**src/rtl/uart_cmd_pkg.sv**
```systemverilog
// Shared types and constants for the uart host command decoder.
package uart_cmd_pkg;

  // Header byte layout: {we, addr[6:0]}
  localparam int unsigned CMD_WE_BIT = 7;
  localparam int unsigned CMD_ADDR_W = 7;
  localparam int unsigned WORD_BYTES = 4;

  // Baud constants shared with the uart module.
  localparam int unsigned CLK_HZ     = 50_000_000;
  localparam int unsigned BAUD_RATE  = 9600;
  localparam int unsigned FRAME_BITS = 10;

  // Inter-byte gap limit, roughly two frames at 9600 baud.
  localparam int unsigned DEFAULT_TIMEOUT_CYCLES = 110_000;

  typedef enum logic [2:0] {
    StIdle,
    StWdata,
    StWcommit,
    StRreq,
    StRwait,
    StRsend
  } cmd_state_e;

  // Byte lane idx of a 32-bit word, lane 0 is the LSB.
  function automatic logic [7:0] word_byte(input logic [31:0] w, input logic [1:0] idx);
    return w[8*idx +: 8];
  endfunction

endpackage

```
**src/rtl/uart_cmd_timeout.sv**
```systemverilog
// Inter-byte gap counter. Clears while `clear` is high, otherwise counts while
// `enable` is high and saturates at TIMEOUT_CYCLES-1, where `expired` is raised.
module uart_cmd_timeout #(
  parameter int unsigned TIMEOUT_CYCLES = 110_000
) (
  input  logic clk,
  input  logic reset,
  input  logic clear,
  input  logic enable,
  output logic expired
);
  localparam int unsigned CntW = (TIMEOUT_CYCLES > 2) ? $clog2(TIMEOUT_CYCLES) : 1;

  logic [CntW-1:0] cnt;

  assign expired = (cnt == CntW'(TIMEOUT_CYCLES - 1));

  // Gap counter with synchronous clear and saturation at terminal count.
  always_ff @(posedge clk or negedge reset) begin
    if (!reset) begin
      cnt <= '0;
    end else if (clear) begin
      cnt <= '0;
    end else if (enable && !expired) begin
      cnt <= cnt + CntW'(1);
    end
  end

endmodule

```
**src/rtl/uart_cmd_decoder.sv**
```systemverilog
// Host byte protocol decoder: turns uart rx bytes into memory write/read strobes
// and streams read data back to the uart transmitter.
// Optional inter-byte timeout on write data is enabled by defining CMD_TIMEOUT_EN.
module uart_cmd_decoder
  import uart_cmd_pkg::*;
#(
  parameter int unsigned RESP_BYTES     = 1,
  parameter int unsigned TIMEOUT_CYCLES = DEFAULT_TIMEOUT_CYCLES
) (
  input  logic                  clk,
  input  logic                  reset,
  input  logic [7:0]            rx_data,
  input  logic                  rx_valid,
  output logic [CMD_ADDR_W-1:0] mem_addr,
  output logic [31:0]           mem_wdata,
  output logic                  mem_we,
  output logic                  mem_re,
  input  logic [31:0]           mem_rdata,
  output logic [7:0]            tx_data,
  output logic                  tx_valid,
  input  logic                  tx_ready,
  output logic                  busy,
  output logic                  overrun,
  output logic                  timeout_err
);
  localparam logic [1:0] LastData = 2'(WORD_BYTES - 1);
  localparam logic [1:0] LastResp = 2'(RESP_BYTES - 1);

  cmd_state_e  state;
  logic [1:0]  byte_cnt;
  logic [31:0] rdata_reg;
  logic        rx_dropped;

  // Bytes arriving while a command is being committed or answered are lost.
  assign rx_dropped = rx_valid && (state != StIdle) && (state != StWdata);
  assign busy       = (state != StIdle);

`ifdef CMD_TIMEOUT_EN
  logic gap_expired;

  uart_cmd_timeout #(
    .TIMEOUT_CYCLES(TIMEOUT_CYCLES)
  ) u_gap_timer (
    .clk    (clk),
    .reset  (reset),
    .clear  (rx_valid || (state != StWdata)),
    .enable (state == StWdata),
    .expired(gap_expired)
  );
`else
  logic unused_timeout_cfg;
  assign unused_timeout_cfg = ^TIMEOUT_CYCLES;
  assign timeout_err        = 1'b0;
`endif

  // Command FSM with registered strobes, response stream and sticky overrun.
  always_ff @(posedge clk or negedge reset) begin
    if (!reset) begin
      state     <= StIdle;
      mem_addr  <= '0;
      mem_wdata <= '0;
      mem_we    <= 1'b0;
      mem_re    <= 1'b0;
      tx_data   <= '0;
      tx_valid  <= 1'b0;
      overrun   <= 1'b0;
      byte_cnt  <= '0;
      rdata_reg <= '0;
`ifdef CMD_TIMEOUT_EN
      timeout_err <= 1'b0;
`endif
    end else begin
      mem_we <= 1'b0;
      mem_re <= 1'b0;
`ifdef CMD_TIMEOUT_EN
      timeout_err <= 1'b0;
`endif
      if (rx_dropped) begin
        overrun <= 1'b1;
      end

      unique case (state)
        StIdle: begin
          if (rx_valid) begin
            mem_addr <= rx_data[CMD_ADDR_W-1:0];
            byte_cnt <= '0;
            if (rx_data[CMD_WE_BIT]) begin
              state <= StWdata;
            end else begin
              state  <= StRreq;
              mem_re <= 1'b1;
            end
          end
        end
        StWdata: begin
          if (rx_valid) begin
            mem_wdata[8*byte_cnt +: 8] <= rx_data;
            if (byte_cnt == LastData) begin
              byte_cnt <= '0;
              state    <= StWcommit;
              mem_we   <= 1'b1;
            end else begin
              byte_cnt <= byte_cnt + 2'd1;
            end
          end
`ifdef CMD_TIMEOUT_EN
          // A byte on the terminal-count cycle takes priority over the timeout.
          else if (gap_expired) begin
            byte_cnt    <= '0;
            state       <= StIdle;
            timeout_err <= 1'b1;
          end
`endif
        end
        StWcommit: begin
          state <= StIdle;
        end
        StRreq: begin
          state <= StRwait;
        end
        StRwait: begin
          // Read data is valid exactly one cycle after mem_re.
          rdata_reg <= mem_rdata;
          byte_cnt  <= '0;
          tx_data   <= word_byte(mem_rdata, 2'd0);
          tx_valid  <= 1'b1;
          state     <= StRsend;
        end
        StRsend: begin
          if (tx_ready) begin
            if (byte_cnt == LastResp) begin
              byte_cnt <= '0;
              tx_valid <= 1'b0;
              state    <= StIdle;
            end else begin
              byte_cnt <= byte_cnt + 2'd1;
              tx_data  <= word_byte(rdata_reg, byte_cnt + 2'd1);
            end
          end
        end
        default: begin
          state <= StIdle;
        end
      endcase
    end
  end

endmodule

```
**config.mk**
```make
export PLATFORM = sky130hd
export DESIGN_NAME = uart_cmd_decoder
export DESIGN_NICKNAME = d
export VERILOG_FILES = /design/src/rtl/uart_cmd_pkg.sv /design/src/rtl/uart_cmd_timeout.sv /design/src/rtl/uart_cmd_decoder.sv
export SDC_FILE = /design/constraint.sdc
export NUM_CORES = 1
export LEC_CHECK = 0
export BUFFER_PORTS_ARGS = -buffer_cell sky130_fd_sc_hd__buf_2
export CORE_UTILIZATION = 35
export DETAILED_ROUTE_END_ITERATION = 7
export GPL_TIMING_DRIVEN = 0
export PLACE_DENSITY_LB_ADDON = 0.12
export SYNTH_ARGS = -nofsm -noshare
export SYNTH_HDL_FRONTEND = slang
export SYNTH_SLANG_ARGS = --single-unit
```
**constraint.sdc**
```tcl
create_clock -name clk -period 4.18 [get_ports clk]
set_clock_uncertainty 0.15 [all_clocks]
set_input_delay 0.418 -clock clk [delete_from_list [all_inputs] [get_ports clk]]
set_output_delay 0.418 -clock clk [all_outputs]
set_load 0.02 [all_outputs]
```
==> impl_metrics.ini, run 1 <==
[critical_path]
cp-end-kind = flip-flop
crit_chain = buf_4, buf_6, inv_1, ha_1, buf_2, nor4bb_1, nand4_1, o21ai_0
worstSetupPathType = reg -> reg
crit_required_ns = 4.27
arrival_ns = 2.88
slowest_delay_ns = 0.52
cp_max_fo = 10
startpoint_type = flip-flop
crit_path_top_delay_cell = nor4bb_1
reg2reg_slack_ns = 1.40

[sta]
setup_viol = 0
setup_tns_ns = 0
hold_viol = 0
fmax_ghz = 0.359
rsz0062_at_grt = no
min_period_ns = 2.78
worstMarginPinSlew_ns = 0.836
slew_headroom = 0.443
holdWs_ns = 0.154
worst_slack_ns = 1.40
slew_viol_final = 0
min_period_over_period = 0.666

[drt]
vias_per_cell = 4.96
route.detailed.drc = 0
drtIter0Drc = 177
top_layer = met5
drt-wirelength-per-cell_um = 16.6
num_vias = 2864
wl_met2_um = 4490
drt-total-wl_um = 9620
wl_met1_um = 4550
drtAntennaViolNets = 0
wl_met3_um = 474
dr.pass1.iters = 4

[placement]
placed_area_um2 = 4640
dpl.hpwl_um = 6900
io_buffers = 95
place_ws_ns = 1.37
gp_congestion = 0.731

[synthesis]
synth-edff-count = 0
synth.top_cells.by_area = dfrtp_1, mux2_2, nand4_1
syn-instance-count = 327
ys_seq_area_frac = 0.556
synth-seq-cells = 88
synth_fp_nets = 377
synth_most_common_cell = dfrtp_1
synth_top_cell_area_share = 0.556
syn-cell-area_um2 = 3960
synthArstFlopShare = 1.00
ys_top_cells_by_count = dfrtp_1, mux2_2, o21ai_0
synth_ff_type = dfrtp_1
ys.warnings.count = 0
syn_area_per_cell_um2 = 12.1
synth.distinct_cells = 38
yosys.area.top_type = dfrtp_1

[layout]
fill_cells = 1074
seq_area_um2 = 2200
multi_input_area_um2 = 1500
insertedDiodeCount = 0
syn2layout_area_growth_pct = 24.5
final_cell_area_um2 = 4930
drive_gt1_frac = 0.406
nets = 485

[die]
num_rows = 38
die_y_um = 108
die_w_um = 108
initial_core_util = 0.362
ios = 97
core_um2 = 10900
die_area_um2 = 11700

[grt]
grt_use_total = 0.180
overflow = 0
grt_max_degree = 60
antenna_found_initial = 1
first_global_vias = 2881
grt_pass1_wl_um = 15700

[clock_network]
postCtsSetupRepairBufs = 0
cts_tree = done
clkLatencyLatePin_ns = 0.33
clockRootBuffer = clkbuf_16
cts_buffer_depth = 2
htree_levels = 3
postCtsResizedCells = 0
clk_pin_slew_ns = 0.06
cts-buffers-inserted = 9
clock-sinks = 88

[power]
power_density_nw_per_um2 = 765
p_leak_uw = 0.00224
vdd_drop_max_mv = 0.311
p_total_uw = 3770

[flow_run]
cap_violations = 0

[min_path]
hold_path_class = in -> reg

[outcome]
outcome = complete, no violations
per-layer routing:
| metal | track usage | vias to the layer above |
|---|---|---|
| met5 | 0 | - |
| met4 | 0.0483 | 2 |
| met3 | 0.0464 | 12 |
| met2 | 0.278 | 80 |
| met1 | 0.252 | 1385 |
| li1 | - | 1385 |
path summary, 6_finish.rpt:
check / startpoint / to / cells past startpoint
min in group asynchronous: reset / mem_wdata[16]$_DFFE_PN0P_ / 2
setup / recovery: byte_cnt[0]$_DFFE_PN0P_ / mem_wdata[10]$_DFFE_PN0P_ / 8
hold / removal: mem_rdata[31] / rdata_reg[31]$_DFFE_PN0P_ / 2
hold reg to reg: overrun$_DFFE_PN0P_ / overrun$_DFFE_PN0P_ / 1
setup reg to reg: byte_cnt[0]$_DFFE_PN0P_ / mem_wdata[10]$_DFFE_PN0P_ / 8
max in group asynchronous: reset / rdata_reg[29]$_DFFE_PN0P_ / 3
where the power goes:
group          internal, uW  switching (uW)  leakage (uW)
registers              1220             202       0.00108
clock network           457             314      0.000128
logic                   698             879       0.00104
layout make-up:
class,instances,area share
Clock buffer,11,0.0472
Inverter,37,0.0282
Timing Repair Buffer,97,0.105
Clock inverter,3,0.00914
Sequential cell,88,0.447
Tap cell,140,0.0355
Buffer,24,0.0236
Multi-Input combinational cell,178,0.305
critical path: cells and delay by family, from the launching register on:
kind            cells  cell delay (ns)
flops               1             0.41
compound gates      1             0.11
buf+inv             4             0.82
fa+ha+maj           1             0.48
simple gates        2             0.72
through the flow:
stage / std cells / utilization
6_report: 578 / 0.451
5_1_grt: 578 / 0.451
4_1_cts: 578 / 0.451
3_5_place_dp: 563 / 0.424
3_3_place_gp: 562 / 0.422
2_1_floorplan: 327 / -
logic make-up after synthesis:
family | share of synthesized area
AO/OA/AOI/OAI | 0.0812
adder cells (fa/ha/maj) | 0.0190
buffers and inverters | 0.0645
flip-flops | 0.556
multiplexers | 0.164
other | 0.000947
AND/OR/NAND/NOR | 0.114
layout by cell type (no fill, tap or decap), drive strengths merged:
cell	n
a311oi	1
or3	10
and2	6
and3b	1
buf	108
nand2b	3
nor4b	2
mux2i	2
conb	1
a31oi	1
a31o	1
nor2	5
and4bb	1
nand4	32
clkinvlp	2
bufinv	1
dlygate4sd3	1
o211ai	1
or3b	1
nor4bb	1
mux4	8
ha	6
clkbuf	23
nor3	2
mux2	40
o221a	8
o21ai	37
inv	37
dfrtp	88
nand2	2
nand3	1
nor3b	2
a21oi	3
timing repair:
action / in CTS / in global routing
hold buffers: 1 / 0
endpoints found under the setup margin: 0 / 0
endpoints found under the hold margin: 29 / 0
Power figures use the tool's default switching activity.
==> run 2: changes to the inputs <==
==> constraint.sdc (replaced) <==
create_clock -name clk -period 2.6 [get_ports clk]
set_clock_uncertainty 0.15 [all_clocks]
set_input_delay 0.26 -clock clk [delete_from_list [all_inputs] [get_ports clk]]
set_output_delay 0.26 -clock clk [all_outputs]
set_load 0.02 [all_outputs]
==> run 2 against run 1 <==
First-iteration DRC count rose by 8.5%. Combinational power rose by 68%. Non-clock buffer count rose by 4. Cell area rose by 1.9%. Sequential share of layout area fell by 0.85 points. Largest power group unchanged. Utilization rose by 0.87 points. Critical endpoint is now mem_wdata[31]$_DFFE_PN0P_. Final cell count rose by 0.69%. Fmax rose by 15%. Via count rose by 1.0%. Clock-buffer cell count did not move.
==> impl_metrics.ini, run 2 (synthesis gave the netlist of run 1 again) <==
[clock_network]
clk_pin_slew_ns = 0.06
clkLatencyLatePin_ns = 0.33
htree_levels = 3
cts-buffers-inserted = 9
cts_tree = done
cts_buffer_depth = 2
clock-sinks = 88
clockRootBuffer = clkbuf_16

[layout]
layout_commonest_cell = buf_2
syn2layout_area_growth_pct = 26.9
insertedDiodeCount = 0
final_cell_mix = buf_2, dfrtp_1, mux2_2, o21ai_0, inv_1
fin_cells = 582
fill_cells = 1068
nets = 489
drive_gt1_frac = 0.412
multi_input_area_um2 = 1550
seq_area_um2 = 2200

[placement]
placed_cells_incl_taps = 563
dpl.hpwl_um = 6900
gp_congestion = 0.731
io_buffers = 95

[drt]
wl_met1_um = 4530
num_vias = 2894
top_layer = met5
wl_met2_um = 4630
route.detailed.drc = 0
wl_met3_um = 433
vias_per_cell = 4.97
drtIter0Drc = 192
dr.pass1.iters = 4
drt-wirelength-per-cell_um = 16.7
drt-total-wl_um = 9720
drtAntennaViolNets = 0

[sta]
min_period_ns = 2.41
slew_viol_final = 0
worstMarginPinSlew_ns = 0.553
setup_viol = 0
hold_viol = 0
slew_headroom = 0.630
setup_tns_ns = 0
min_period_over_period = 0.929
rsz0062_at_grt = yes
fmax_ghz = 0.414

[grt]
grt_max_degree = 60
antenna_found_initial = 1
overflow = 0
first_global_vias = 2899
grt_pass1_wl_um = 15800
grt_use_total = 0.181

[min_path]
hold_path_class = in -> reg
hold_start = mem_rdata[12]

[critical_path]
crit_required_ns = 2.70
arrival_ns = 2.51
worstSetupPathType = reg -> reg
r2r_start = byte_cnt[0]$_DFFE_PN0P_
cp_max_fo = 10
startpoint = byte_cnt[0]$_DFFE_PN0P_
startpoint_type = flip-flop
cp-end-kind = flip-flop

[die]
die_area_um2 = 11700
core_um2 = 10900
ios = 97
num_rows = 38
initial_core_util = 0.362
die_w_um = 108
die_y_um = 108

[power]
power_density_nw_per_um2 = 1230
p_total_uw = 6180
vdd_drop_max_mv = 0.504
p_leak_uw = 0.00228

[flow_run]
cap_violations = 0

[outcome]
outcome = complete, no violations
==> run 2: per-layer routing <==
layer,GRT usage,vias to the layer above
met3,0.0458,11
met5,0,-
met2,0.279,68
li1,-,1397
met4,0.0473,2
met1,0.253,1416
==> run 2: layout make-up <==
| type | count | area share |
|---|---|---|
| flip-flops and latches | 88 | 0.438 |
| repair buffers | 102 | 0.113 |
| clock inverters | 3 | 0.00897 |
| plain buffers | 23 | 0.0229 |
| clock buffers | 11 | 0.0463 |
| inverters | 37 | 0.0276 |
| well taps | 140 | 0.0349 |
| multi-input cells | 178 | 0.308 |
==> run 2: where the power goes <==
| part | leakage [uW] | internal, uW | total [uW] | switching, uW |
|---|---|---|---|---|
| Clock | 0.000128 | 734 | 1240 | 501 |
| Sequential | 0.00108 | 1970 | 2290 | 328 |
| Combinational | 0.00107 | 1190 | 2650 | 1460 |
==> run 2: path summary, 6_finish.rpt <==
kind                                             endpoint  slack, ns  depth (start not counted)
worst max-delay path            mem_wdata[31]$_DFFE_PN0P_       0.19                          8
worst min-delay path            rdata_reg[12]$_DFFE_PN0P_      0.005                          2
worst max register to register  mem_wdata[31]$_DFFE_PN0P_       0.19                          8
worst min register to register        overrun$_DFFE_PN0P_       0.31                          1
max in group asynchronous        mem_wdata[3]$_DFFE_PN0P_       1.41                          3
min in group asynchronous       mem_wdata[16]$_DFFE_PN0P_       0.25                          2
==> run 2: metrics by stage <==
stage	utilization	area [um^2]	setup WS, ns	hold WS [ns]
CTS	0.456	4990	0.0620	0.000219
detailed placement	0.424	4640	-0.209	0.0731
floorplan	-	3960	0.402	-0.186
global route	0.459	5020	-0.0229	0.000894
global placement	0.422	4610	-0.184	0.300
finish	0.459	5020	0.186	0.00499
==> run 2: repair_timing <==
item,4_1_cts,5_1_grt
setup endpoints to repair,20,29
endpoints found under the hold margin,33,1
hold buffers,5,1
gates resized for setup,4,4
setup buffers,0,0
==> run 2: worst max-delay path, cell delays in order, from the launching register on <==
cell	delay, ns
dfrtp_1	0.41
buf_4	0.23
buf_6	0.18
inv_1	0.11
ha_4	0.31
buf_4	0.21
nor3b_1	0.50
nand4_1	0.14
o21ai_0	0.10
